### config.mk
export PLATFORM = sky130hd
export DESIGN_NAME = mu0_sequencer_flat
export DESIGN_NICKNAME = d
export VERILOG_FILES = /design/src/rtl/mu0_sequencer_if.sv /design/src/rtl/mu0_sequencer.sv /design/src/flat_wrapper.sv
export SDC_FILE = /design/constraint.sdc
export NUM_CORES = 1
export LEC_CHECK = 0
export ABC_AREA = 1
export CORE_MARGIN = 2
export CORE_UTILIZATION = 40
export DETAILED_ROUTE_END_ITERATION = 8
export PLACE_DENSITY = 0.84
export SYNTH_ARGS = -nofsm -noshare
export SYNTH_HDL_FRONTEND = slang
export SYNTH_SLANG_ARGS = --single-unit
### constraint.sdc
create_clock -name clk -period 1.3 [get_ports clk]
set_input_delay 0.26 -clock clk [delete_from_list [all_inputs] [get_ports clk]]
set_output_delay 0.26 -clock clk [all_outputs]
set_load 0.02 [all_outputs]
### src/rtl/mu0_sequencer_if.sv
// -----------------------------------------------------------------------------
// mu0_sequencer_if
//
// Purpose: bundles every signal that passes between the MU0 control sequencer
// and the datapath/memory side. The sequencer uses the master modport; the
// datapath/memory model (or a testbench) uses the slave modport.
//
// Signals
//   opcode     datapath -> sequencer   IR[15:12]
//   acc_zero   datapath -> sequencer   accumulator == 0
//   acc_neg    datapath -> sequencer   accumulator bit 15
//   mem_ready  memory   -> sequencer   current request completes this cycle
//   mem_req    sequencer -> memory     memory request active
//   mem_we     sequencer -> memory     write request (STO)
//   addr_sel   sequencer -> datapath   0 = PC drives address, 1 = IR[11:0]
//   ir_load    sequencer -> datapath   IR <= memory data
//   pc_inc     sequencer -> datapath   PC <= PC + 1
//   pc_load    sequencer -> datapath   PC <= IR[11:0]
//   acc_load   sequencer -> datapath   ACC <= ALU result
//   alu_op     sequencer -> datapath   00 pass, 01 add, 10 subtract
//   phase      sequencer -> observer   00 FETCH, 01 DECODE, 10 EXEC_MEM, 11 HALT/ERROR
//   halted     sequencer -> observer   sticky, set by STP
//   bus_error  sequencer -> observer   sticky, set by memory timeout
// -----------------------------------------------------------------------------
interface mu0_sequencer_if;
  logic [3:0] opcode;
  logic       acc_zero;
  logic       acc_neg;
  logic       mem_ready;

  logic       mem_req;
  logic       mem_we;
  logic       addr_sel;
  logic       ir_load;
  logic       pc_inc;
  logic       pc_load;
  logic       acc_load;
  logic [1:0] alu_op;
  logic [1:0] phase;
  logic       halted;
  logic       bus_error;

  // Sequencer side: observes datapath flags and memory, drives strobes.
  modport master (
    input  opcode, acc_zero, acc_neg, mem_ready,
    output mem_req, mem_we, addr_sel, ir_load, pc_inc, pc_load, acc_load,
    output alu_op, phase, halted, bus_error
  );

  // Datapath/memory side: mirror image of the master.
  modport slave (
    output opcode, acc_zero, acc_neg, mem_ready,
    input  mem_req, mem_we, addr_sel, ir_load, pc_inc, pc_load, acc_load,
    input  alu_op, phase, halted, bus_error
  );
endinterface

### src/rtl/mu0_sequencer.sv
// -----------------------------------------------------------------------------
// mu0_sequencer
//
// Purpose: control sequencer for the MU0 datapath. Every instruction is
// stepped through FETCH, DECODE and (for memory instructions) EXEC_MEM.
// The sequencer owns a single shared memory port with a ready handshake,
// stops permanently on STP, and enters an error state if a memory request
// is not answered within MAX_WAIT extra cycles.
//
// Parameters
//   MAX_WAIT  maximum extra wait cycles per memory request; 0 disables the
//             timeout entirely.
//
// Ports
//   clk   system clock, all state on the rising edge
//   rst   synchronous, active-high reset; forces every output low while high
//   bus   mu0_sequencer_if.master (datapath flags, memory handshake, strobes)
//
// Opcodes: 0 LDA, 1 STO, 2 ADD, 3 SUB, 4 JMP, 5 JGE, 6 JNE, 7 STP, 8-15 NOP.
// -----------------------------------------------------------------------------
module mu0_sequencer #(
  parameter int unsigned MAX_WAIT = 15
) (
  input  logic            clk,
  input  logic            rst,
  mu0_sequencer_if.master bus
);

  // A zero MAX_WAIT would give a zero-width counter, so keep at least one bit.
  localparam int CNT_W = (MAX_WAIT < 1) ? 1 : $clog2(MAX_WAIT + 1);
  localparam logic [CNT_W-1:0] WAIT_LIMIT = CNT_W'(MAX_WAIT);
  localparam bit TIMEOUT_EN = (MAX_WAIT != 0);

  localparam logic [3:0] OP_LDA = 4'd0;
  localparam logic [3:0] OP_STO = 4'd1;
  localparam logic [3:0] OP_ADD = 4'd2;
  localparam logic [3:0] OP_SUB = 4'd3;
  localparam logic [3:0] OP_JMP = 4'd4;
  localparam logic [3:0] OP_JGE = 4'd5;
  localparam logic [3:0] OP_JNE = 4'd6;
  localparam logic [3:0] OP_STP = 4'd7;

  localparam logic [1:0] ALU_PASS = 2'b00;
  localparam logic [1:0] ALU_ADD  = 2'b01;
  localparam logic [1:0] ALU_SUB  = 2'b10;

  localparam logic [1:0] PH_FETCH  = 2'b00;
  localparam logic [1:0] PH_DECODE = 2'b01;
  localparam logic [1:0] PH_EXEC   = 2'b10;
  localparam logic [1:0] PH_STOP   = 2'b11;

  typedef enum logic [2:0] {
    S_FETCH,
    S_DECODE,
    S_EXEC_MEM,
    S_HALT,
    S_ERROR
  } state_t;

  state_t           state_q, state_d;
  logic [CNT_W-1:0] wait_q, wait_d;
  logic             halted_q, halted_d;
  logic             bus_error_q, bus_error_d;

  logic             in_mem;
  logic             timeout;

  logic             mem_req_c;
  logic             mem_we_c;
  logic             addr_sel_c;
  logic             ir_load_c;
  logic             pc_inc_c;
  logic             pc_load_c;
  logic             acc_load_c;
  logic [1:0]       alu_op_c;
  logic [1:0]       phase_c;
  logic             halted_c;
  logic             bus_error_c;

  // A request is outstanding in both memory states. The timeout fires on the
  // last tolerated wait cycle (counter already at the limit, still no ready),
  // so the error state is entered on the following cycle, k = MAX_WAIT + 1.
  always_comb begin
    in_mem  = (state_q == S_FETCH) || (state_q == S_EXEC_MEM);
    timeout = TIMEOUT_EN && in_mem && !bus.mem_ready && (wait_q == WAIT_LIMIT);
  end

  // Next-state and strobe decode. Outputs are combinational from the current
  // state, opcode, flags and mem_ready so that each strobe lands in the very
  // cycle the datapath must act on it. The wait counter defaults to zero,
  // which clears it on any accepted response and on every cycle outside a
  // memory state, so it always starts a new request at zero.
  always_comb begin
    state_d     = state_q;
    wait_d      = '0;
    halted_d    = halted_q;
    bus_error_d = bus_error_q;

    mem_req_c   = 1'b0;
    mem_we_c    = 1'b0;
    addr_sel_c  = 1'b0;
    ir_load_c   = 1'b0;
    pc_inc_c    = 1'b0;
    pc_load_c   = 1'b0;
    acc_load_c  = 1'b0;
    alu_op_c    = ALU_PASS;
    phase_c     = PH_FETCH;
    halted_c    = halted_q;
    bus_error_c = bus_error_q;

    case (state_q)
      S_FETCH: begin
        mem_req_c  = 1'b1;
        addr_sel_c = 1'b0;
        phase_c    = PH_FETCH;
        if (bus.mem_ready) begin
          ir_load_c = 1'b1;
          pc_inc_c  = 1'b1;
          state_d   = S_DECODE;
        end else if (timeout) begin
          state_d     = S_ERROR;
          bus_error_d = 1'b1;
        end else begin
          wait_d = wait_q + 1'b1;
        end
      end

      S_DECODE: begin
        phase_c = PH_DECODE;
        case (bus.opcode)
          OP_LDA, OP_STO, OP_ADD, OP_SUB: begin
            state_d = S_EXEC_MEM;
          end
          OP_JMP: begin
            pc_load_c = 1'b1;
            state_d   = S_FETCH;
          end
          OP_JGE: begin
            pc_load_c = ~bus.acc_neg;
            state_d   = S_FETCH;
          end
          OP_JNE: begin
            pc_load_c = ~bus.acc_zero;
            state_d   = S_FETCH;
          end
          OP_STP: begin
            state_d  = S_HALT;
            halted_d = 1'b1;
          end
          default: begin
            state_d = S_FETCH;
          end
        endcase
      end

      // The write enable is held for the whole request, including the wait
      // cycles, because the memory may sample it on any of them.
      S_EXEC_MEM: begin
        mem_req_c  = 1'b1;
        addr_sel_c = 1'b1;
        mem_we_c   = (bus.opcode == OP_STO);
        phase_c    = PH_EXEC;
        if (bus.mem_ready) begin
          case (bus.opcode)
            OP_LDA: begin
              acc_load_c = 1'b1;
              alu_op_c   = ALU_PASS;
            end
            OP_ADD: begin
              acc_load_c = 1'b1;
              alu_op_c   = ALU_ADD;
            end
            OP_SUB: begin
              acc_load_c = 1'b1;
              alu_op_c   = ALU_SUB;
            end
            default: begin
              acc_load_c = 1'b0;
            end
          endcase
          state_d = S_FETCH;
        end else if (timeout) begin
          state_d     = S_ERROR;
          bus_error_d = 1'b1;
        end else begin
          wait_d = wait_q + 1'b1;
        end
      end

      S_HALT: begin
        phase_c = PH_STOP;
      end

      S_ERROR: begin
        phase_c = PH_STOP;
      end

      default: begin
        state_d = S_FETCH;
      end
    endcase

    // Reset has to silence the port immediately, even mid-request, so no
    // strobe can reach the datapath in the reset cycle.
    if (rst) begin
      mem_req_c   = 1'b0;
      mem_we_c    = 1'b0;
      addr_sel_c  = 1'b0;
      ir_load_c   = 1'b0;
      pc_inc_c    = 1'b0;
      pc_load_c   = 1'b0;
      acc_load_c  = 1'b0;
      alu_op_c    = ALU_PASS;
      phase_c     = PH_FETCH;
      halted_c    = 1'b0;
      bus_error_c = 1'b0;
    end
  end

  // State, wait counter and the two sticky status flags.
  always_ff @(posedge clk) begin
    if (rst) begin
      state_q     <= S_FETCH;
      wait_q      <= '0;
      halted_q    <= 1'b0;
      bus_error_q <= 1'b0;
    end else begin
      state_q     <= state_d;
      wait_q      <= wait_d;
      halted_q    <= halted_d;
      bus_error_q <= bus_error_d;
    end
  end

  assign bus.mem_req   = mem_req_c;
  assign bus.mem_we    = mem_we_c;
  assign bus.addr_sel  = addr_sel_c;
  assign bus.ir_load   = ir_load_c;
  assign bus.pc_inc    = pc_inc_c;
  assign bus.pc_load   = pc_load_c;
  assign bus.acc_load  = acc_load_c;
  assign bus.alu_op    = alu_op_c;
  assign bus.phase     = phase_c;
  assign bus.halted    = halted_c;
  assign bus.bus_error = bus_error_c;

endmodule
### src/flat_wrapper.sv
// flat-port wrapper written by rule: the top's interface ports become plain ports
module mu0_sequencer_flat 
#(
  parameter int unsigned MAX_WAIT = 15
)
  (clk, rst, bus_opcode, bus_acc_zero, bus_acc_neg, bus_mem_ready, bus_mem_req, bus_mem_we, bus_addr_sel, bus_ir_load, bus_pc_inc, bus_pc_load, bus_acc_load, bus_alu_op, bus_phase, bus_halted, bus_bus_error);
  mu0_sequencer_if bus_i ();
  input  logic clk;
  input  logic rst;
  input wire logic [$bits(bus_i.opcode)-1:0] bus_opcode;
  input wire logic [$bits(bus_i.acc_zero)-1:0] bus_acc_zero;
  input wire logic [$bits(bus_i.acc_neg)-1:0] bus_acc_neg;
  input wire logic [$bits(bus_i.mem_ready)-1:0] bus_mem_ready;
  output wire logic [$bits(bus_i.mem_req)-1:0] bus_mem_req;
  output wire logic [$bits(bus_i.mem_we)-1:0] bus_mem_we;
  output wire logic [$bits(bus_i.addr_sel)-1:0] bus_addr_sel;
  output wire logic [$bits(bus_i.ir_load)-1:0] bus_ir_load;
  output wire logic [$bits(bus_i.pc_inc)-1:0] bus_pc_inc;
  output wire logic [$bits(bus_i.pc_load)-1:0] bus_pc_load;
  output wire logic [$bits(bus_i.acc_load)-1:0] bus_acc_load;
  output wire logic [$bits(bus_i.alu_op)-1:0] bus_alu_op;
  output wire logic [$bits(bus_i.phase)-1:0] bus_phase;
  output wire logic [$bits(bus_i.halted)-1:0] bus_halted;
  output wire logic [$bits(bus_i.bus_error)-1:0] bus_bus_error;
  assign bus_i.opcode = bus_opcode;
  assign bus_i.acc_zero = bus_acc_zero;
  assign bus_i.acc_neg = bus_acc_neg;
  assign bus_i.mem_ready = bus_mem_ready;
  assign bus_mem_req = bus_i.mem_req;
  assign bus_mem_we = bus_i.mem_we;
  assign bus_addr_sel = bus_i.addr_sel;
  assign bus_ir_load = bus_i.ir_load;
  assign bus_pc_inc = bus_i.pc_inc;
  assign bus_pc_load = bus_i.pc_load;
  assign bus_acc_load = bus_i.acc_load;
  assign bus_alu_op = bus_i.alu_op;
  assign bus_phase = bus_i.phase;
  assign bus_halted = bus_i.halted;
  assign bus_bus_error = bus_i.bus_error;
  mu0_sequencer #(.MAX_WAIT(MAX_WAIT)) u_core (.clk(clk), .rst(rst), .bus(bus_i));
endmodule
# Word level (Yosys, flattened, before mapping)
# Cells that the tools add are included.
[op_classes] addsub=1 eq_ne=12 n_mux=29 bitwise=4 n_reduce_logical=13
[ops] cell="$mux W1" n=17
[ops] cell="$eq A4 B3 Y1 const B" n=4
[ops] cell="$pmux W3 S4" n=1
[ops] cell="$mux W3" n=3
[ops] cell="$eq A4 B2 Y1 const B" n=2
[ops] cell="$mux W2" n=4
[ops] cell="$pmux W2 S2" n=2
[ops] cell="$reduce_or A4 Y1" n=2
[ops] cell="$eq A3 B2 Y1 const B" n=2
[ops] cell="$pmux W2 S3" n=1
[ops] cell="$add A4 B1 Y4 const B" n=1
[ops] cell="$eq A4 B1 Y1 const B" n=1
[ops] cell="$eq A4 B4 Y1 const B" n=1
[ops] cell="$logic_not A4 Y1" n=1
[ops] cell="$not A1 Y1" n=4
[ops] cell="$reduce_or A2 Y1" n=2
[ops] cell="$eq A3 B1 Y1 const B" n=1
[ops] cell="$eq A3 B3 Y1 const B" n=1
[ops] cell="$logic_not A3 Y1" n=1
[ops] cell="$pmux W1 S3" n=1
[ops] cell="$reduce_and A3 Y1" n=1
[ops] cell="$reduce_or A3 Y1" n=1
[ops] cell="$logic_and A1 B1 Y1" n=2
[ops] cell="$reduce_and A2 Y1" n=1
[ops] cell="2 further kinds" n=2
[totals] reg_bits=9 output_inout_bits=13 word_cells=63

# Longest topological paths before layout
[logic_depth] depth_word=7 mapped_depth=7 depth_no_buf=7

# Least setup slack after synthesis
# OpenSTA, ideal clock, no wires.
[synth_path] kind="register to output" from="register u_core.state_q[0]" to="output port bus_alu_op[0]" arrival_ns=1.096 required_time_ns=1.040 setup_slack_ns=-0.056 stages_incl_launch_ff=6 path_cell_list="dfxtp_1 -> inv_2 -> nand2_2 -> nor2_4 -> nand4_2 -> nor2_1"
[synth_via] elab_chain_len=3
[synth_rtl] item="start, declared" line_no="mu0_sequencer.sv:60" text="state_t state_q, state_d;"
[synth_rtl] item="start signal, assigned" line_no="mu0_sequencer.sv:228" text="state_q <= state_d;"
[synth_rtl] item="$eq A3 B2 Y1" line_no="mu0_sequencer.sv:111" text="case (state_q)"
[synth_rtl] item="$mux W2" line_no="mu0_sequencer.sv:111"
[synth_rtl] item="$mux W2" line_no="mu0_sequencer.sv:205" text="if (rst) begin"
[synth_rtl] item="end, declared" line_no="flat_wrapper.sv:21" text="output wire logic [$bits(bus_i.alu_op)-1:0] bus_alu_op;"
# No other way between the ends.

# Final worst setup path
# Ends and elaborated chain as after synthesis.

==> run metrics <==
switching power 0.000195 W; H-tree Lvls 1; power share of the combinational group 25.1%; Min-Delay Startpoint rst; Via-to-Cell Ratio 5.06; # clock sinks 9; first-pass GRT wire length 2520 µm; Crit Path Class reg -> out; Longest Clk Path Bufs 2; area grow syn2layout 80.7%; worst slack at placement -0.825 ns; Worst-Skew Late Latency 0.27 ns; # setup viols final 11; setup TNS -1.59 ns; Crit. End Element output pin; reg-to-reg slack, setup 0.18 ns; fin crit share 118%; Pint 0.000482 W; Sequential Power Share 43.1%; Remaining DRCs 0; gr usage total 24.1%; final hold vios 0; via count 688; Max-slew headroom 83.5%; DIE HEIGHT 40.0 µm; sequential share of the synthesized area 34.7%; fin. max-slew vios 0; Reg clk slew, reported paths 0.06 ns; library cells used by synthesis 18; Yosys top cell area share 34.7%; HPWL Detailed 1110 µm; WP data arrival 1.28 ns; Nets 133; drt wl/cell 12.7 µm; Hold-fix buffers, CTS 0; vias in the first global route 625; Crit Path Max Fanout 6; cell count after synthesis 82; Worst Hold Class in -> reg; initial core utilization 44.9%; Final GP Congestion 0.827; worst endpoint required time 1.04 ns; Core Region 0.00116 mm²; cell accounting for the most synthesized area dfxtp_1; top_reg_cell synth dfxtp_1; Iter 0 DRT Violations 27; Die ar. 0.00160 mm²; Synth area leaders dfxtp_1 (35%), nand2_1 (14%), nor2_1 (14%); # diodes 0; Worst R2R End u_core.wait_q[3]; crit path launch type flip-flop; crit path cell chain inv_4, nand2_4, nor2_4, nand4_4, nor2_2, buf_6; fraction of layout instances using a drive strength above 1 43.4%; fillers 90; failing checks setup timing; Mapped Nets 92; slowest cell on the critical path dfxtp_4; clk_skew 0.00755 ns; Max Freq 650 MHz; status finished, violations left; Leak 0.472 nW; power share of the clock group 31.8%; Worst Tran Pin Value 0.247 ns; syn_area_per_cell 6.33 µm²; Synth Cell Area 519 µm²; CTS tree yes; IO Pins 22; GR Overflow Total 0; # rows 12; fraction of registers with async set/reset 0%; CTS Buf Count 3; worst reg-to-reg path cell count 4; Net Sw Frac 28.7%; Post-synth top cells nand2_1 (19), nor2_1 (19), inv_1 (10); max-cap violations 0; Detail Route Antenna Nets 0; P per Cell Area 721 mW/mm²; worst setup margin -0.239 ns; Final min period 1.54 ns; Util after Layout 81.2%; Synth warnings 0; Peak supply drop 0.000743 V; hold path depth 3; 1st-pass router iterations 4; register bit total from synthesis 9; Hold Path End u_core.halted_q; R2R Path Start u_core.state_q[2]; CP peak stage delay 0.37 ns; Clock Root Buffer clkbuf_4; antenna violations before repair 0; Routed WL 1730 µm; chip width 40.0 µm; largest net degree at the start of global routing 7; unrepaired setup endpoints after global routing yes; PortBufs 21; EDFF count, synth 0
## critical path: cells and delay by family, from the launching register on
kind,cells,cell delay [ns]
flip-flops,1,0.37
buffers and inverters,2,0.20
AND/OR/NAND/NOR,4,0.45
## layout by cell type, fill, tap and decap left out, types with 4 or more instances in the layout
| cell | count |
|---|---|
| nand2_1 | 18 |
| buf_4 | 18 |
| nor2_1 | 12 |
| inv_1 | 8 |
| buf_6 | 8 |
| nand3_1 | 6 |
| dlygate4sd2_1 | 6 |
| dfxtp_1 | 6 |
| nor2_2 | 4 |
| nor2_4 | 4 |
## worst max path at each step
| stage | startpoint | endpoint | cells past startpoint |
|---|---|---|---|
| after global placement | rst | bus_alu_op[1] | 7 |
| after floorplan | u_core.state_q[0] | bus_alu_op[0] | 5 |
| after global routing | u_core.state_q[0] | bus_alu_op[0] | 6 |
| final | u_core.state_q[0] | bus_alu_op[0] | 6 |
| after detailed placement | bus_opcode[3] | bus_alu_op[0] | 5 |
| after CTS | u_core.state_q[2] | bus_alu_op[0] | 6 |
## power groups by stage
stage	logic [W]	clock network, W	registers (W)
detailed placement	0.000146	0	0.000297
CTS	0.000157	0.000216	0.000290
global route	0.000183	0.000234	0.000292
global placement	0.000142	0	0.000296
finish	0.000170	0.000215	0.000291
floorplan	0.0000579	0	0.000295
## layout make-up
type                    count  area, µm²  area share [%]
well taps                  14       17.5            1.87
inverters                  12       47.5            5.07
multi-input cells          60        345            36.8
clock buffers               4       26.3            2.80
repair buffers             37        313            33.3
flip-flops and latches      9        189            20.1
## through the flow
step / power, W / hold WS, ns / instance area (µm²) / std cells
after floorplan: 0.000353 / 0.329 / 522 / 82
after global placement: 0.000438 / 0.430 / 855 / 131
after detailed placement: 0.000443 / 0.444 / 855 / 131
after CTS: 0.000662 / 0.427 / 913 / 136
after global routing: 0.000709 / 0.439 / 938 / 136
final: 0.000677 / 0.427 / 938 / 136
## sequential cells by signal, summed over array words and instances (netlist names)
register	cells
u_core.wait_q	4
u_core.state_q	3
u_core.bus_error_q	1
u_core.halted_q	1
## cells by family after synthesis
| family | after synthesis | synth area share [%] |
|---|---|---|
| AO/OA/AOI/OAI | 6 | 6.26 |
| XOR/XNOR | 1 | 1.69 |
| adder cells (fa/ha/maj) | 1 | 2.41 |
| buffers and inverters | 13 | 10.1 |
| flip-flops | 9 | 34.7 |
| AND/OR/NAND/NOR | 52 | 44.8 |
## repair_timing
action | CTS | global route
gates resized for setup | 83 | 15
pin swaps | 7 | 5
setup endpoints to repair | 13 | 13
setup buffers | 1 | 0
endpoints found under the hold margin | 0 | 0
## routing by layer
| layer | wire [µm] | GRT usage, % | vias up |
|---|---|---|---|
| met4 | 29 | 4.31 | 0 |
| met1 | 696 | 25.2 | 324 |
| met2 | 899 | 43.5 | 25 |
| met3 | 108 | 11.7 | 4 |
| met5 | 0 | 0 | - |
| li1 | - | - | 335 |
(Power assumes the default switching activity.)
